<file path="src/rtl/f_npc_seq_pkg.sv">
// Shared definitions for the fetch next-PC sequencer: reset/window defaults,
// FSM state encoding, D-comparator op codes and a saturating increment.
package f_npc_seq_pkg;

    localparam logic [31:0] RESET_PC_DEF = 32'h0000_3000;
    localparam logic [31:0] IM_BASE_DEF  = 32'h0000_3000;
    localparam logic [31:0] IM_BYTES_DEF = 32'h0000_4000;

    typedef enum logic {
        ST_BOOT  = 1'b0,
        ST_FETCH = 1'b1
    } state_e;

    // Comparison ops implemented by the D-stage comparator that drives D_cmp_sig.
    typedef enum logic [2:0] {
        CMP_EQ  = 3'd0,
        CMP_NE  = 3'd1,
        CMP_LTZ = 3'd2,
        CMP_GEZ = 3'd3,
        CMP_LEZ = 3'd4,
        CMP_GTZ = 3'd5
    } cmpop_e;

    function automatic logic [31:0] sat_inc(input logic [31:0] v);
        return (v == 32'hFFFF_FFFF) ? v : v + 32'd1;
    endfunction

endpackage

</file>
<file path="src/rtl/f_npc_seq_if.sv">
// Instruction-memory fetch handshake between the sequencer (master) and IM (slave).
interface f_npc_seq_if;
    logic        im_req;
    logic        im_ack;
    logic [31:0] F_PC;
    logic        F_fire;

    modport master (output im_req, output F_PC, output F_fire, input im_ack);
    modport slave  (input im_req, input F_PC, input F_fire, output im_ack);
endinterface

</file>
<file path="src/rtl/f_npc_seq_calc.sv">
// Combinational redirect-target mux for the D-stage control-transfer instruction.
// Priority jr > j > conditional branch.
module f_npc_seq_calc (
    input  logic        D_j_i,
    input  logic        D_jr_i,
    input  logic [31:0] D_PC_i,
    input  logic [15:0] D_imm16_i,
    input  logic [25:0] D_idx26_i,
    input  logic [31:0] D_jr_tgt_i,
    output logic [31:0] tgt_o
);
    logic        [31:0] pc4;
    logic signed [31:0] br_off;
    logic        [31:0] br_tgt;
    logic        [31:0] j_tgt;

    assign pc4    = D_PC_i + 32'd4;
    // Word offset sign-extended then scaled to bytes; the add wraps at 32 bits.
    assign br_off = $signed({{14{D_imm16_i[15]}}, D_imm16_i, 2'b00});
    assign br_tgt = pc4 + $unsigned(br_off);
    assign j_tgt  = {pc4[31:28], D_idx26_i, 2'b00};

    always_comb begin
        tgt_o = br_tgt;
        if (D_jr_i)     tgt_o = D_jr_tgt_i;
        else if (D_j_i) tgt_o = j_tgt;
    end
endmodule

</file>
<file path="src/rtl/f_npc_seq.sv">
// Fetch-stage next-PC sequencer: holds F_PC, runs the IM handshake, defers taken
// redirects past the delay slot. Optional branch statistics under `BR_STAT_EN.
module f_npc_seq
    import f_npc_seq_pkg::*;
#(
    parameter logic [31:0] RESET_PC = RESET_PC_DEF,
    parameter logic [31:0] IM_BASE  = IM_BASE_DEF,
    parameter logic [31:0] IM_BYTES = IM_BYTES_DEF
) (
    input  logic               clk,
    input  logic               reset,
    input  logic               F_stall,
    input  logic               D_br,
    input  logic               D_cmp_sig,
    input  logic               D_j,
    input  logic               D_jr,
    input  logic [31:0]        D_PC,
    input  logic [15:0]        D_imm16,
    input  logic [25:0]        D_idx26,
    input  logic [31:0]        D_jr_tgt,
    f_npc_seq_if.master        im,
    output logic [31:0]        D_link_addr,
    output logic               F_pc_err,
    output logic [31:0]        br_cnt,
    output logic [31:0]        br_taken_cnt
);
    state_e      state_q;
    logic        im_req_q;
    logic [31:0] F_PC_q, F_PC_d;
    logic        pend_v_q, pend_v_d;
    logic [31:0] pend_tgt_q;
    logic        err_q, err_d;
    logic        fire, redirect, pc_illegal;
    logic [31:0] tgt;

    f_npc_seq_calc u_calc (
        .D_j_i      (D_j),
        .D_jr_i     (D_jr),
        .D_PC_i     (D_PC),
        .D_imm16_i  (D_imm16),
        .D_idx26_i  (D_idx26),
        .D_jr_tgt_i (D_jr_tgt),
        .tgt_o      (tgt)
    );

    assign fire       = im_req_q & im.im_ack & ~F_stall;
    assign redirect   = ~F_stall & ((D_br & D_cmp_sig) | D_j | D_jr);
    assign pc_illegal = (F_PC_q[1:0] != 2'b00) || (F_PC_q < IM_BASE)
                        || ({1'b0, F_PC_q} >= ({1'b0, IM_BASE} + {1'b0, IM_BYTES}));

    // A redirect never cancels the in-flight fetch: that fetch is the delay slot.
    always_comb begin
        F_PC_d   = F_PC_q;
        pend_v_d = pend_v_q;
        err_d    = err_q | pc_illegal;
        if (fire) begin
            F_PC_d   = pend_v_q ? pend_tgt_q : (redirect ? tgt : F_PC_q + 32'd4);
            pend_v_d = 1'b0;
        end else if (redirect) begin
            pend_v_d = 1'b1;
        end
    end

    always_ff @(posedge clk) begin
        if (reset) begin
            state_q  <= ST_BOOT;
            im_req_q <= 1'b0;
            F_PC_q   <= RESET_PC;
            pend_v_q <= 1'b0;
            err_q    <= 1'b0;
        end else begin
            case (state_q)
                ST_BOOT: begin
                    state_q  <= ST_FETCH;
                    im_req_q <= 1'b1;
                end
                default: begin
                    state_q  <= ST_FETCH;
                    im_req_q <= 1'b1;
                end
            endcase
            F_PC_q   <= F_PC_d;
            pend_v_q <= pend_v_d;
            err_q    <= err_d;
        end
    end

    always_ff @(posedge clk) begin
        if (redirect && !fire) pend_tgt_q <= tgt;
    end

`ifdef BR_STAT_EN
    logic [31:0] br_cnt_q, br_taken_cnt_q;

    always_ff @(posedge clk) begin
        if (reset) begin
            br_cnt_q       <= '0;
            br_taken_cnt_q <= '0;
        end else if (fire && D_br) begin
            br_cnt_q <= sat_inc(br_cnt_q);
            if (D_cmp_sig) br_taken_cnt_q <= sat_inc(br_taken_cnt_q);
        end
    end

    assign br_cnt       = br_cnt_q;
    assign br_taken_cnt = br_taken_cnt_q;
`else
    assign br_cnt       = '0;
    assign br_taken_cnt = '0;
`endif

    assign im.im_req   = im_req_q;
    assign im.F_PC     = F_PC_q;
    assign im.F_fire   = fire;
    assign F_pc_err    = err_q;
    assign D_link_addr = D_PC + 32'd8;
endmodule

</file>
<file path="src/flat_wrapper.sv">
// flat-port wrapper written by rule: the top's interface ports become plain ports
module f_npc_seq_flat import f_npc_seq_pkg::*;
#(
    parameter logic [31:0] RESET_PC = RESET_PC_DEF,
    parameter logic [31:0] IM_BASE  = IM_BASE_DEF,
    parameter logic [31:0] IM_BYTES = IM_BYTES_DEF
)
  (clk, reset, F_stall, D_br, D_cmp_sig, D_j, D_jr, D_PC, D_imm16, D_idx26, D_jr_tgt, D_link_addr, F_pc_err, br_cnt, br_taken_cnt, im_im_req, im_F_PC, im_F_fire, im_im_ack);
  f_npc_seq_if im_i ();
  input  logic clk;
  input  logic reset;
  input  logic F_stall;
  input  logic D_br;
  input  logic D_cmp_sig;
  input  logic D_j;
  input  logic D_jr;
  input  logic [31:0] D_PC;
  input  logic [15:0] D_imm16;
  input  logic [25:0] D_idx26;
  input  logic [31:0] D_jr_tgt;
  output logic [31:0] D_link_addr;
  output logic F_pc_err;
  output logic [31:0] br_cnt;
  output logic [31:0] br_taken_cnt;
  output wire logic [$bits(im_i.im_req)-1:0] im_im_req;
  output wire logic [$bits(im_i.F_PC)-1:0] im_F_PC;
  output wire logic [$bits(im_i.F_fire)-1:0] im_F_fire;
  input wire logic [$bits(im_i.im_ack)-1:0] im_im_ack;
  assign im_im_req = im_i.im_req;
  assign im_F_PC = im_i.F_PC;
  assign im_F_fire = im_i.F_fire;
  assign im_i.im_ack = im_im_ack;
  f_npc_seq #(.RESET_PC(RESET_PC), .IM_BASE(IM_BASE), .IM_BYTES(IM_BYTES)) u_core (.clk(clk), .reset(reset), .F_stall(F_stall), .D_br(D_br), .D_cmp_sig(D_cmp_sig), .D_j(D_j), .D_jr(D_jr), .D_PC(D_PC), .D_imm16(D_imm16), .D_idx26(D_idx26), .D_jr_tgt(D_jr_tgt), .im(im_i), .D_link_addr(D_link_addr), .F_pc_err(F_pc_err), .br_cnt(br_cnt), .br_taken_cnt(br_taken_cnt));
endmodule
</file>
<file path="config.mk">
export PLATFORM = sky130hd
export DESIGN_NAME = f_npc_seq_flat
export DESIGN_NICKNAME = d
export VERILOG_FILES = /design/src/rtl/f_npc_seq_pkg.sv /design/src/rtl/f_npc_seq_if.sv /design/src/rtl/f_npc_seq_calc.sv /design/src/rtl/f_npc_seq.sv /design/src/flat_wrapper.sv
export SDC_FILE = /design/constraint.sdc
export NUM_CORES = 1
export LEC_CHECK = 0
export BUFFER_PORTS_ARGS = -buffer_cell sky130_fd_sc_hd__buf_4
export CAP_MARGIN = 15
export CORE_MARGIN = 4
export CORE_UTILIZATION = 52
export CTS_BUF_LIST = sky130_fd_sc_hd__clkbuf_8 sky130_fd_sc_hd__clkbuf_16
export CTS_CLUSTER_SIZE = 20
export DETAILED_ROUTE_END_ITERATION = 7
export PLACE_DENSITY = 0.92
export SKIP_CTS_REPAIR_TIMING = 1
export SLEW_MARGIN = 10
export SYNTH_ARGS = -nofsm -noshare
export SYNTH_HDL_FRONTEND = slang
export SYNTH_SLANG_ARGS = --single-unit
</file>
<file path="constraint.sdc">
create_clock -name clk -period 4.3 [get_ports clk]
set_input_delay 0.43 -clock clk [delete_from_list [all_inputs] [get_ports clk]]
set_output_delay 0.43 -clock clk [all_outputs]
set_load 0.03 [all_outputs]
</file>
Word-level counts from Yosys, hierarchy flattened
Cells that the tools add are included.

$lt $le $gt $ge: 2. Multiplexer cells: 5. Reductions and logical operators: 6. $add $sub $neg: 4. Bitwise operators: 8.

Operator list (number): two-way mux 32 bit (4); adder 32 x 3 -> 32 bit, second input constant (2); adder 32 bit (1); adder 32 x 4 -> 32 bit, second input constant (1); greater-or-equal comparator 32 x 15 -> 1 bit, second input constant (1); < comparator 32 x 14 -> 1 bit, second input constant (1); AND 1 bit (4); bitwise OR 1 bit (3); logical OR 1 bit (2); nonzero test 2 bit (1); OR reduction 2 bit (1); logical AND 1 bit (1); logical NOT 1 bit (1); two-way mux 1 bit (1); NOT 1 bit (1).

Word-level logic and storage cells: 30. Register bits after elaboration: 67. Output and inout bits: 131. Input port bits: 114.

Logic depth before layout (Yosys ltp)
Depth after elaboration: 6. Depth in mapped cells: 19. Depth with buffers taken out: 18.

By module
A second synthesis with hierarchy kept.

Cell total of the unflattened synthesis: 937. Area, all modules: 7333.3 µm².

By module, submodules not included: f_npc_seq (sequential area each 1661.6 µm², instances 1, area an instance 4505.6 µm², cells each 520); f_npc_seq_calc (sequential area each 0.0 µm², instances 1, area an instance 2827.7 µm², cells each 417).

Least setup slack after synthesis
OpenSTA, ideal clock, no wires.

Kind: in2reg. Start: input port D_PC[3]. End: register u_core.pend_tgt_q[31], data pin. Stages: 18. Required time: 4035 ps. Path buffers: 1. Slack: 303 ps. Arrival: 3732 ps. Setup time: 265 ps. Cell sequence: ha_1 nand3_1 nor3_1 and4_1 and3_1 nand2_1 xnor2_1 ha_1 buf_2 or2_2 a21oi_1 nor2_1 a41oi_2 o31a_1 or4_1 nand4_1 xnor2_1 o21ai_1.

Longest elaborated chain between the ends: 4.

RTL lines: from (decl) (line flat_wrapper.sv:17) `input logic [31:0] D_PC;`; adder 32 x 3 -> 32 bit * (line f_npc_seq_calc.sv:17) `assign pc4 = D_PC_i + 32'd4;`; adder 32 bit (line f_npc_seq_calc.sv:20) `assign br_tgt = pc4 + $unsigned(br_off);`; two-way mux 32 bit * (line f_npc_seq_calc.sv:26) `else if (D_j_i) tgt_o = j_tgt;`; two-way mux 32 bit * (line f_npc_seq_calc.sv:25) `if (D_jr_i) tgt_o = D_jr_tgt_i;`; via u_core.tgt[31] (line f_npc_seq.sv:34) `logic [31:0] tgt;`; to (signal assigned) (line f_npc_seq.sv:89) `if (redirect && !fire) pend_tgt_q <= tgt;`; to (decl) (line f_npc_seq.sv:31) `logic [31:0] pend_tgt_q;`.

Mark *: on every way through the listed nets, which the timed path passes. The rest lies on a longest branch. A chain may end at the register's enable or synchronous reset.

Final worst setup path
Ends and elaborated chain as after synthesis.

==> results.yml <==
synth:
  synth_seq_area_share: 0.2392
  avgSynthCellArea_um2: 7.849
  synth_edf_count: 32
  yosysTopAreaCell: "edfxtp_1"
  synth-seq-cells: 67
  async_flop_share: 0
  yosys_warnings: 0
  yosysTopAreaCellShare: 0.1383
  ys_types: 74
  ys_top_cells_by_area: "edfxtp_1, dfxtp_1, xnor2_1"
  netlist_area_um2: 6947
  syn_inst: 885
  ys.flop_type: "dfxtp_1"
timing:
  finalSetupViolCount: 0
  fin_crit_ns: 3.965
  rsz0062_at_grt: "false"
  hold_viol: 0
  skew_ns: 0.006737
  tns_ns: 0
  timing.fmax_mhz: 252.2
  fin_ws_ns: 0.3354
  drv_slew: 0
  worst_pin_slew_ns: 0.9754
  hold_slack_ns: 0.3857
  slew_headroom: 0.3473
  period_share: 0.9220
worst_setup_path:
  cpMostUsedCell: "nand4_1"
  r2r-start: "u_core.im.F_PC[4]$_SDFFE_PP0P_"
  rr_worst_depth: 8
  cpMaxStageDelayCell: "or4_1"
  critPathMaxStageDelay_ns: 0.47
  crit_family: "simple AND/OR/NAND/NOR gates"
  crit_arrival_ns: 4.04
  critPathKind: "input pin to register"
  crit_fanout: 4
  cp_cell_sequence: "buf_4 > ha_1 > nand3_1 > nor3_1 > and4_1 > nand4_1 > nor2_1 > and3_1 > nand2_1 > xnor2_1 > ha_1 > nand4_1 > o31a_1 > or4_1 > nand4_1 > xnor2_1 > o21ai_1"
  r2r_setup_slack_ns: 1.60
  worstPathRequired_ns: 4.37
  cp_num_buf_inv: 1
  cp-start-kind: "input pin"
  r2r_end: "u_core.im.F_PC[27]$_SDFFE_PP0P_"
  cp-end-kind: "register"
clocking:
  cts_tree: "built"
  root_buffer: "clkbuf_16"
  cts_buffers: 9
  path_clk_slew_ns: 0.05
  cts.sinks: 67
  clock_path_buffers: 2
  clk_latency_ns: 0.33
  ctsHtreeMaxLevel: 3
power_and_ir_drop:
  swShare: 0.3580
  p_sw_uw: 821.0
  p_per_area_nw_per_um2: 270.8
  power_mw: 2.293
  pwr-share-seq: 0.328
  power_frac_comb: 0.372
  ir_drop_mv: 0.1482
  internal_power_mw: 1.473
  power.share.clock: 0.300
  power.leakage_nw: 3.625
placed_design:
  place_ws_ns: 0.007432
  dpl_cell_area_um2: 8185
  place_inst: 1204
  hpwlAfterDp_um: 16870
  globalplace.congestion: 0.9768
  port_buffers: 180
status:
  status: "finished clean"
route:
  vias: 7121
  vias_per_cell: 5.837
  drt_iter0_markers: 757
  route.antenna.remaining_nets: 0
  totalWireLength_um: 21730
  first_pass_iters: 5
  wl_per_cell_um: 17.81
  drc_errors: 0
final_layout:
  syn2layout_area_growth_pct: 21.90
  drive_gt1_frac: 0.2166
  fin_nets: 1195
  utilization: 0.6603
  multi_input_area_um2: 4788
  fin_area_um2: 8468
  seq_area_um2: 1662
  n_fill_cell: 1074
  mostFrequentLayoutCell: "buf_4"
  final_cell_mix: "buf_4, nand2_1, nor2_1"
  final_cells: 1220
  diodes: 0
grt:
  use_met3: 0.05132
  grt_pass1_vias: 6564
  met2_usage: 0.4603
  track_usage: 0.2752
  grt_antenna_before_repair: 0
  grt-busiest-layer: "met2"
  grt_pass1_wl_um: 33420
  gr-total-overflow: 0
  met1_usage: 0.3514
  grt_max_degree: 48
die:
  top_level_ports: 245
  core_um2: 12820
  die_area_um2: 15270
  die_height_um: 123.6
  die_x_um: 123.6
  row_count: 41
  start_util: 0.5417
worst_hold_path:
  hold_path.class: "input pin to register"
  hold_end: "u_core.pend_tgt_q[27]$_DFFE_PP_"
  hold_path_startpoint: "D_jr_tgt[27]"
  min_path_cells: 2
job:
  maxCapViolCount: 0
## worst max path at each step
stage                 start                         endpoint  slack (ns)  cells past startpoint
CTS                 D_PC[3]  u_core.pend_tgt_q[31]$_DFFE_PP_        0.35                     17
global placement    D_PC[3]  u_core.pend_tgt_q[31]$_DFFE_PP_        0.13                     17
finish              D_PC[3]  u_core.pend_tgt_q[31]$_DFFE_PP_        0.34                     17
detailed placement  D_PC[3]  u_core.pend_tgt_q[31]$_DFFE_PP_       0.007                     17
floorplan           D_PC[3]  u_core.pend_tgt_q[31]$_DFFE_PP_        0.30                     18
global route        D_PC[3]  u_core.pend_tgt_q[31]$_DFFE_PP_        0.03                     19
## state kept, by name, summed over array words and instances (netlist names)
| signal | cells |
|---|---|
| u_core.F_pc_err | 1 |
| u_core.im.F_PC | 32 |
| u_core.im.im_req | 1 |
| u_core.pend_tgt_q | 32 |
| u_core.pend_v_q | 1 |
## layer usage
layer  vias up  part of all wire
met5         -                 0
met4         0             0.031
met3        60             0.095
met2       369              0.48
met1      3277              0.39
li1       3415                 -
## Yosys cell counts (3+ instances only)
library cell / n
nor2_1: 68
nor4b_1: 4
inv_1: 15
mux2i_1: 4
or3_1: 8
nor4_1: 10
o211a_1: 6
a21o_1: 10
a221oi_1: 8
and3_1: 19
o21a_1: 16
a31oi_1: 9
ha_1: 37
nand3_1: 25
nand2b_1: 7
a211oi_1: 18
or2_2: 6
clkbuf_1: 30
nor3_1: 19
nand4_1: 15
xnor2_1: 65
o31ai_1: 7
buf_4: 67
dfxtp_1: 35
nor2b_1: 3
a21oi_1: 59
edfxtp_1: 32
nand2_1: 105
xor2_1: 40
buf_1: 6
and2_1: 4
o211ai_1: 19
o21bai_1: 6
o22ai_1: 10
o21ai_0: 38
buf_2: 5
## power groups by stage
stage / clock network, mW / registers, mW / logic (mW)
3_5_place_dp: 0 / 0.764 / 0.838
5_1_grt: 0.718 / 0.756 / 0.920
3_3_place_gp: 0 / 0.762 / 0.823
4_1_cts: 0.689 / 0.752 / 0.842
6_report: 0.687 / 0.752 / 0.854
2_1_floorplan: 0 / 0.788 / 0.577
## area by class of cell
class,instances,share of cell area
Multi-Input combinational cell,754,0.5655
Sequential cell,67,0.1962
Timing Repair Buffer,194,0.1720
Clock buffer,12,0.03147
Tap cell,172,0.02541
Inverter,17,0.007535
Clock inverter,4,0.001921
## kinds of logic after synthesis
| group | synth area share |
|---|---|
| flops | 0.2392 |
| xor+xnor | 0.1324 |
| simple gates | 0.2059 |
| buf+inv | 0.1061 |
| mux | 0.009006 |
| fa+ha+maj | 0.06952 |
| compound gates | 0.2374 |
| other cells | 0.0005398 |
No activity file was read; power rests on OpenSTA's default activity.
